**src/rtl/spi_pixel_frame_ctrl.sv**
```systemverilog
// SPI frame parser: turns one command per SSEL-low frame into pixel-buffer writes, clears and render pulses.
// Optional brightness register and scaling enabled by SPI_PIXEL_FRAME_CTRL_BRIGHTNESS_EN.
module spi_pixel_frame_ctrl #(
  parameter int NUM_PIXELS = 64,
  parameter int ADDR_W     = 8
) (
  input  logic              clk_i,
  input  logic              reset_n_i,
  input  logic              frame_active_i,
  input  logic [7:0]        rx_data_i,
  input  logic              rx_ready_i,
  input  logic              render_busy_i,
  output logic              pix_we_o,
  output logic [ADDR_W-1:0] pix_addr_o,
  output logic [23:0]       pix_data_o,
  output logic              render_o,
  output logic              busy_o,
  output logic              err_o
);
  localparam logic [2:0] S_IDLE  = 3'd0;
  localparam logic [2:0] S_CMD   = 3'd1;
  localparam logic [2:0] S_ADDR  = 3'd2;
  localparam logic [2:0] S_COUNT = 3'd3;
  localparam logic [2:0] S_DATA  = 3'd4;
  localparam logic [2:0] S_CLEAR = 3'd5;
  localparam logic [2:0] S_DRAIN = 3'd6;
`ifdef SPI_PIXEL_FRAME_CTRL_BRIGHTNESS_EN
  localparam logic [2:0] S_BRIGHT = 3'd7;
`endif
  localparam logic [8:0]        NP   = 9'(NUM_PIXELS);
  localparam logic [ADDR_W-1:0] LAST = ADDR_W'(NUM_PIXELS - 1);

  logic [2:0]        state, st_n;
  logic              frame_q, pending, pend_n, pend_set, fire;
  logic [ADDR_W-1:0] addr, addr_n, paddr_n;
  logic [8:0]        cnt, cnt_n, clr_cnt, clr_n;
  logic [1:0]        idx, idx_n;
  logic [7:0]        b0, b0_n, b1, b1_n;
  logic              written, wr_n, we_n, busy_n, err_n;
  logic [23:0]       pdata_n;
  logic              byte_v, rise, fall;

`ifdef SPI_PIXEL_FRAME_CTRL_BRIGHTNESS_EN
  logic [7:0] bright, bright_n;

  function automatic logic [7:0] scale(input logic [7:0] c, input logic [7:0] b);
    logic [15:0] p;
    p = 16'(c) * 16'({1'b0, b} + 9'd1);
    return p[15:8];
  endfunction
`endif

  // A byte arriving on the same edge SSEL drops still belongs to the frame.
  assign byte_v = rx_ready_i & (frame_active_i | frame_q);
  assign rise   = frame_active_i & ~frame_q;
  assign fall   = ~frame_active_i & frame_q;

  always_comb begin
    st_n = state; addr_n = addr; cnt_n = cnt; idx_n = idx; b0_n = b0; b1_n = b1;
    wr_n = written; clr_n = clr_cnt; pend_set = 1'b0; err_n = 1'b0;
    we_n = 1'b0; paddr_n = pix_addr_o; pdata_n = pix_data_o; busy_n = 1'b0;
`ifdef SPI_PIXEL_FRAME_CTRL_BRIGHTNESS_EN
    bright_n = bright;
`endif
    if (state == S_CLEAR) begin
      if (clr_cnt == NP) begin
        st_n = frame_active_i ? S_DRAIN : S_IDLE;
      end else begin
        we_n = 1'b1; paddr_n = ADDR_W'(clr_cnt); pdata_n = '0; busy_n = 1'b1;
        clr_n = clr_cnt + 9'd1;
      end
    end else if (rise) begin
      st_n = S_CMD;
    end else begin
      if (byte_v) begin
        case (state)
          S_CMD: begin
            case (rx_data_i)
              8'h01: st_n = S_ADDR;
              8'h02: begin pend_set = 1'b1; st_n = S_DRAIN; end
              8'h03: begin
                // First clear write goes out with the command byte so the sweep is exactly NUM_PIXELS cycles.
                st_n = S_CLEAR; we_n = 1'b1; paddr_n = '0; pdata_n = '0;
                busy_n = 1'b1; clr_n = 9'd1;
              end
`ifdef SPI_PIXEL_FRAME_CTRL_BRIGHTNESS_EN
              8'h04: st_n = S_BRIGHT;
`endif
              default: begin err_n = 1'b1; st_n = S_DRAIN; end
            endcase
          end
          S_ADDR: begin
            addr_n = ADDR_W'({1'b0, rx_data_i} % NP);
            wr_n = 1'b0; idx_n = 2'd0; st_n = S_COUNT;
          end
          S_COUNT: begin
            cnt_n = (rx_data_i == 8'h00) ? 9'd256 : {1'b0, rx_data_i};
            st_n = S_DATA;
          end
          S_DATA: begin
            case (idx)
              2'd0: begin b0_n = rx_data_i; idx_n = 2'd1; end
              2'd1: begin b1_n = rx_data_i; idx_n = 2'd2; end
              default: begin
                we_n = 1'b1; paddr_n = addr;
`ifdef SPI_PIXEL_FRAME_CTRL_BRIGHTNESS_EN
                pdata_n = {scale(b0, bright), scale(b1, bright), scale(rx_data_i, bright)};
`else
                pdata_n = {b0, b1, rx_data_i};
`endif
                addr_n = (addr == LAST) ? '0 : addr + 1'b1;
                cnt_n = cnt - 9'd1; idx_n = 2'd0; wr_n = 1'b1;
                if (cnt == 9'd1) st_n = S_DRAIN;
              end
            endcase
          end
`ifdef SPI_PIXEL_FRAME_CTRL_BRIGHTNESS_EN
          S_BRIGHT: begin bright_n = rx_data_i; st_n = S_DRAIN; end
`endif
          default: ;
        endcase
      end
      // End-of-frame rules act on the state reached after this cycle's byte.
      if (fall) begin
        case (st_n)
          S_ADDR, S_COUNT: begin st_n = S_IDLE; err_n = 1'b1; end
          S_DATA: begin
            st_n = S_IDLE;
            if (!(idx_n == 2'd0 && wr_n)) err_n = 1'b1;
          end
          S_CMD, S_DRAIN: st_n = S_IDLE;
`ifdef SPI_PIXEL_FRAME_CTRL_BRIGHTNESS_EN
          S_BRIGHT: st_n = S_IDLE;
`endif
          default: ;
        endcase
      end
    end
    fire   = pending & ~render_busy_i & (state != S_CLEAR) & (st_n != S_CLEAR);
    pend_n = (pending & ~fire) | pend_set;
  end

  always_ff @(posedge clk_i or negedge reset_n_i) begin
    if (!reset_n_i) begin
      state <= S_IDLE; frame_q <= 1'b0; pending <= 1'b0; addr <= '0; cnt <= '0;
      idx <= '0; b0 <= '0; b1 <= '0; written <= 1'b0; clr_cnt <= '0;
      pix_we_o <= 1'b0; pix_addr_o <= '0; pix_data_o <= '0;
      render_o <= 1'b0; busy_o <= 1'b0; err_o <= 1'b0;
`ifdef SPI_PIXEL_FRAME_CTRL_BRIGHTNESS_EN
      bright <= 8'hFF;
`endif
    end else begin
      state <= st_n; frame_q <= frame_active_i; pending <= pend_n; addr <= addr_n;
      cnt <= cnt_n; idx <= idx_n; b0 <= b0_n; b1 <= b1_n; written <= wr_n; clr_cnt <= clr_n;
      pix_we_o <= we_n; pix_addr_o <= paddr_n; pix_data_o <= pdata_n;
      render_o <= fire; busy_o <= busy_n; err_o <= err_n;
`ifdef SPI_PIXEL_FRAME_CTRL_BRIGHTNESS_EN
      bright <= bright_n;
`endif
    end
  end
endmodule

```
**config.mk**
```make
export PLATFORM = sky130hd
export DESIGN_NAME = spi_pixel_frame_ctrl
export DESIGN_NICKNAME = d
export VERILOG_FILES = /design/src/rtl/spi_pixel_frame_ctrl.sv
export SDC_FILE = /design/constraint.sdc
export NUM_CORES = 1
export LEC_CHECK = 0
export ABC_AREA = 1
export CAP_MARGIN = 40
export CORE_ASPECT_RATIO = 1.25
export CORE_MARGIN = 4
export CORE_UTILIZATION = 45
export DETAILED_ROUTE_END_ITERATION = 16
export GPL_TIMING_DRIVEN = 0
export HOLD_SLACK_MARGIN = 0.12
export PLACE_DENSITY = 0.77
export SLEW_MARGIN = 20
export SYNTH_ARGS = -nofsm -noshare
export SYNTH_HDL_FRONTEND = slang
export SYNTH_SLANG_ARGS = --single-unit
```
**constraint.sdc**
```tcl
create_clock -name clk_i -period 2.15 [get_ports clk_i]
set_input_delay 0.215 -clock clk_i [delete_from_list [all_inputs] [get_ports clk_i]]
set_output_delay 0.215 -clock clk_i [all_outputs]
set_load 0.005 [all_outputs]
```
======== Word level (Yosys, flattened, before mapping) ========
Index checks and enable logic that the tools add are counted.
storage, ports and cells
  register bits after elaboration ......... 86
  latch bits .............................. 0
  memory bits (writable) .................. 0
  bits in read-only memories .............. 0
  input bits .............................. 13
  output and inout bits ................... 36
  logic and storage cells ................. 152
  memories kept ........................... 0
operators by class
  add/sub/neg operators ................... 3
  multiply operators ...................... 0
  div/mod/pow operators ................... 0
  order comparisons ....................... 0
  equal/unequal tests ..................... 24
  shift operators ......................... 0
  muxes and demuxes ....................... 73
  bitwise logic cells ..................... 15
  reductions and logical operators ........ 21
operator list
  operator             number
  $mux 24              6
  $mux 9               8
  $mux 8               8
  $pmux 24 s2          1
  $mux 3               11
  $pmux 8 s2           2
  $mux 1               26
  $reduce_and 5->1     5
  $pmux 9 s2           1
  $eq 8x2->1 const B   2
  $eq 3x2->1 const B   4
  $eq 3x3->1 const B   4
  $ne 3x3->1 const B   4
  $pmux 3 s4           1
  $reduce_bool 2->1    5
  $add 9x1->9 const B  1
  $eq 9x1->1 const B   1
  $eq 9x7->1 const B   1
  $sub 9x1->9 const B  1
  $add 8x1->8 const B  1
  $eq 8x1->1 const B   1
  $eq 8x6->1 const B   1
  $logic_not 8->1      1
  $pmux 2 s2           2
  other kinds (18)     38

======== Logic depth before layout (Yosys ltp) ========
  word-level depth ........................ 18
  mapped depth ............................ 12
  mapped depth without buffers ............ 12

======== Worst setup path after synthesis ========
OpenSTA, ideal clock, no wires.
  kind .................................... reg2reg
  from .................................... register clr_cnt[0]
  to ...................................... register clr_cnt[2]
  setup time .............................. 120 ps
  arrival time ............................ 1534 ps
  required time ........................... 2030 ps
  setup slack ............................. 495 ps
  stages on the path, launching flop included .. 11
  cells stage by stage .................... dfrtp_1 inv_1 ha_1 nand4_1 nor3_1 nand3_1 nand2_4 o21ai_2 buf_4 a21oi_1 nor2_1
on the way
  cells in the longest elaborated chain, start to end .. 3
  elaborated cells on any way between the ends .. 6
  classes of those cells .................. add/sub (1); eq/ne (2); mux (2); reduce/logical (1)
RTL lines
  item                                        line    source
  from (decl)                                 36      logic [8:0] cnt, cnt_n, clr_cnt, clr_n;
  from (signal assigned)                      154     cnt <= cnt_n; idx <= idx_n; b0 <= b0_n; b1 <= b1_n; written <= wr_n; clr_cnt <= clr_n;
  $add 9x1->9 or $eq 9x7->1 (tied branches)   70, 66
  $mux 9 or $ne 2x2->1 (tied branches)        n/a
  $mux 9 or $reduce_and 5->1 (tied branches)  n/a
Several ways; a longest one is shown, not always the timed one. The select of a mux whose other input is x is not followed.
A chain may end at the register's enable or synchronous reset.

======== Worst setup path in the final report ========
Same ends and word-level chain as after synthesis.

==> results list <==
- Kind of capture point of the worst setup path: register
- Worst stage delay on the critical path: 410 ps
- Htree depth: 3
* Final worst-path cycle share: 88.8%
- Post-Synth Adder-Cell Area: 1.42%
* Post CTS Setup Buffer Count: 0
- TritonCTS clock tree: yes
- Transition time at the pin with the least slew margin: 531 ps
- STA classifies the critical path startpoint as a register.
- Clock buffer count from CTS: 9
- Initial core utilization: 45.8%
- Antenna violations before repair: 0
- Routed Antenna Nets: 0
- Power density over the cells: 1350 nW/um^2
- Maximum capacitance violations: 0
* Wire length of the first global-routing pass: 18000 um
- Y dimension of the die: 119 um
* Cell type group with the largest total delay on the critical path: simple AND/OR/NAND/NOR gates
* Setup slack of the worst register-to-register path: 240 ps
- Fraction of the mapped netlist area in compound gates: 11.3%
- After Yosys synthesis, XOR and XNOR cells account for 1.19% of the synthesized area.
* Pin count of the biggest net entering global routing: 47
* Net count reported at finish: 614
* Worst path required time: 2370 ps
- Clock input transition at the sequential cells of the worst setup and hold paths: 60 ps
- The number of buffers and inverters on the critical path is 2.
- By startpoint and endpoint, the worst setup path is classified as reg2reg.
* Setup Viol. Count Final: 0
- Average routed wire per standard cell: 14.7 um
- The repair_antennas step left the layout with diodes totalling 0.
- Leading cell types in the layout, fill and taps excluded: 127 x sky130_fd_sc_hd__nand2_1, 86 x sky130_fd_sc_hd__dfrtp_1, 64 x sky130_fd_sc_hd__nand3_1
- Post-layout min period: 1910 ps
* Number of warnings issued by yosys: 0
- The number of global-route vias before repair was 3796.
* Clock Sinks: 86
- Pin placement for this block handled 49 I/O pins.
* Post-synthesis mux area share: 0.227%
- Between clock sinks in the finished design, the worst skew comes to 5.40 ps.
- First-pass DRT Iterations: 7
* Floorplan Core Area: 9610 um^2
- In this run the critical register-to-register path is launched from clr_cnt[0].
- IR analysis of the VDD net gives a maximum drop of 0.000757 V.
* Count of port buffers added during placement: 48
- Relative max-transition margin: 64.6%
- Final HPWL DP: 7940 um
- After synthesis, the largest family of logic cells by area is simple AND/OR/NAND/NOR gates.
* Status: complete, no violations
- Summing the areas of all and, or, nand and nor instances in the mapped netlist gives 29.6% of the synthesized area.
- Routed vias: 3867
* Lkg Pwr: 2.54 nW
- Endpoint of the lowest-slack register-to-register path: clr_cnt[2]
- Counting every instance in the synthesized netlist gives 535.
- Mapped Nets: 553
* Share of post-route cells with drive strength above 1: 11.2%
- Number of buffers on the longest clock path: 2
* Number of cell rows: 40
* Area of the die: 11400 um^2
- Total wire length after detailed routing: 10600 um
- Most common library cell in the layout ignoring fill and taps: sky130_fd_sc_hd__nand2_1
- The number of different library cells used by synthesis comes to 39.
- Average size of a mapped cell: 8.23 um^2
- Via count normalized by instance count: 5.33
* Die Wd: 96.5 um
- Routability-driven placement finished with a final weighted congestion of 0.927.
- The area growth from synthesis to layout is 22.2%.
* Drt first-iter violations: 248
* Register bit total from synthesis: 86
* Total gr overflow: 0
* CP max FO: 10
* Synthesized area: 4400 um^2
- Highest achievable clock rate: 0.524 GHz
- Final number of max-transition violations: 0
- After detailed routing, the number of remaining DRC violations is 0.
- Min setup slack post-route: 240 ps
* Slowest cell on crit path: sky130_fd_sc_hd__dfrtp_1
- Proportion of synthesized chip area in sequential cells: 48.9%
- At the worst endpoint, the arrival time is 2130 ps.
- Global-route total usage across every layer: 19.8%
- Path length in cells of the critical path: 10
* Pre-CTS setup slack: -59.1 ps
* Unrepaired setup endpoints after global routing: no
- HP Class: in2async
* Crit-path cells: inv_1 > ha_1 > nand4_1 > nor3_1 > nand3_2 > nand2_4 > o21ai_2 > buf_4 > a21oi_1 > nor2_1
- The number of hold violations in the final report came to 0.
- For the worst-skew pair, the clock arrives at the later sink with an insertion delay of 330 ps.
* Worst Reg2Reg Path Length in Cells: 10
- Clock tree synthesis selected as its root buffer the cell sky130_fd_sc_hd__clkbuf_16.
- Total Power Consumption: 7.28 mW
synthesized netlist by cell type:
cell type / count / share of area, %
sky130_fd_sc_hd__o21ai_1: 11 / 1.3
sky130_fd_sc_hd__nor2_4: 4 / 1.0
sky130_fd_sc_hd__xor2_1: 5 / 0.99
sky130_fd_sc_hd__buf_4: 4 / 0.68
sky130_fd_sc_hd__clkbuf_1: 7 / 0.60
sky130_fd_sc_hd__nand3_4: 1 / 0.40
sky130_fd_sc_hd__nor3_1: 8 / 0.91
sky130_fd_sc_hd__nor2_1: 48 / 4.1
sky130_fd_sc_hd__ha_1: 5 / 1.4
sky130_fd_sc_hd__buf_2: 3 / 0.34
sky130_fd_sc_hd__inv_6: 1 / 0.20
sky130_fd_sc_hd__inv_1: 41 / 3.5
sky130_fd_sc_hd__mux2i_1: 1 / 0.23
sky130_fd_sc_hd__nand4_4: 2 / 0.97
sky130_fd_sc_hd__nand4_1: 4 / 0.57
sky130_fd_sc_hd__nor4_1: 1 / 0.14
sky130_fd_sc_hd__a21oi_1: 13 / 1.5
sky130_fd_sc_hd__nor3_2: 2 / 0.45
sky130_fd_sc_hd__buf_6: 3 / 0.77
sky130_fd_sc_hd__o21ai_2: 2 / 0.40
sky130_fd_sc_hd__a22oi_1: 2 / 0.34
sky130_fd_sc_hd__a31oi_1: 11 / 1.6
sky130_fd_sc_hd__nand2_1: 127 / 11
sky130_fd_sc_hd__buf_1: 1 / 0.085
sky130_fd_sc_hd__a21boi_0: 2 / 0.34
sky130_fd_sc_hd__xnor2_1: 1 / 0.20
sky130_fd_sc_hd__nand2_8: 1 / 0.45
sky130_fd_sc_hd__nand3_1: 65 / 7.4
sky130_fd_sc_hd__o221ai_1: 1 / 0.20
sky130_fd_sc_hd__o21ai_0: 38 / 4.3
sky130_fd_sc_hd__o211ai_1: 1 / 0.17
sky130_fd_sc_hd__a21oi_2: 2 / 0.40
sky130_fd_sc_hd__nand2_2: 5 / 0.71
sky130_fd_sc_hd__inv_2: 10 / 0.85
sky130_fd_sc_hd__o22ai_1: 6 / 0.85
sky130_fd_sc_hd__nand2_4: 5 / 1.3
sky130_fd_sc_hd__dfrtp_1: 86 / 49
sky130_fd_sc_hd__nor2_2: 3 / 0.43
sky130_fd_sc_hd__inv_4: 2 / 0.28
metrics by stage:
stage / area, um^2 / utilization [%] / setup TNS [ps] / instances / hold slack [ps]
5_1_grt: 5380 / 56.0 / 0 / 726 / 471
3_3_place_gp: 5040 / 52.4 / -185360 / 709 / 469
6_report: 5380 / 56.0 / 0 / 726 / 400
2_1_floorplan: 4400 / - / 0 / 535 / -80.6
4_1_cts: 5380 / 55.9 / 0 / 726 / 415
3_5_place_dp: 5060 / 52.7 / -688 / 710 / 235
per-layer routing:
layer / GRT usage, % / wire (um) / share of wire, % / vias to the layer above
met5: 0 / 0 / 0 / -
met4: 8.68 / 319 / 3.0 / 0
met3: 2.67 / 479 / 4.5 / 24
met2: 33.2 / 5340 / 50 / 104
met1: 24.8 / 4500 / 42 / 1845
li1: - / - / - / 1894
worst register-to-register path, cell delays in order, from the launching register on:
cell	delay, ps
sky130_fd_sc_hd__dfrtp_1	410
sky130_fd_sc_hd__inv_1	110
sky130_fd_sc_hd__ha_1	160
sky130_fd_sc_hd__nand4_1	110
sky130_fd_sc_hd__nor3_1	190
sky130_fd_sc_hd__nand3_2	170
sky130_fd_sc_hd__nand2_4	170
sky130_fd_sc_hd__o21ai_2	120
sky130_fd_sc_hd__buf_4	190
sky130_fd_sc_hd__a21oi_1	120
sky130_fd_sc_hd__nor2_1	60
registers in the layout (all words and copies together), names as in the netlist, 2 cells and up:
signal / cells
b1: 8
idx: 2
b0: 8
cnt: 9
pix_data_o: 24
addr: 8
clr_cnt: 9
pix_addr_o: 8
state: 3
final cells by class:
type	instances	area (um^2)
well taps	126	158
clock buffers	12	256
fillers	919	4230
repair buffers	50	515
plain buffers	18	109
multi-input cells	377	1930
inverters	54	213
flip-flops and latches	86	2150
clock inverters	3	43.8
power breakdown:
group	switching (mW)	total, mW	leakage, nW	internal (mW)
registers	0.465	2.65	1.13	2.18
logic	1.90	3.08	1.26	1.18
clock network	0.596	1.55	0.149	0.957
total	2.96	7.28	2.54	4.32
repair_timing:
item,CTS,global route
resized for setup,0,1
hold buffers,1,0
endpoints found under the hold margin,40,0
setup endpoints to repair,0,1
how the worst max path moves through the flow:
stage	start	end	slack (ps)
final	clr_cnt[0]	clr_cnt[2]	240
after global routing	clr_cnt[0]	clr_cnt[2]	50
after CTS	clr_cnt[0]	clr_cnt[2]	200
after detailed placement	rx_data_i[5]	pix_data_o[14]	-60
after global placement	reset_n_i	pix_data_o[22]	-2160
after floorplan	clr_cnt[0]	clr_cnt[2]	500
kinds of logic after synthesis:
kind of cell | after synthesis
compound gates | 89
xor+xnor | 6
fa+ha+maj | 5
buf+inv | 72
flops | 86
mux | 1
simple gates | 276
Note: power is estimated with default switching activity, not from simulation.
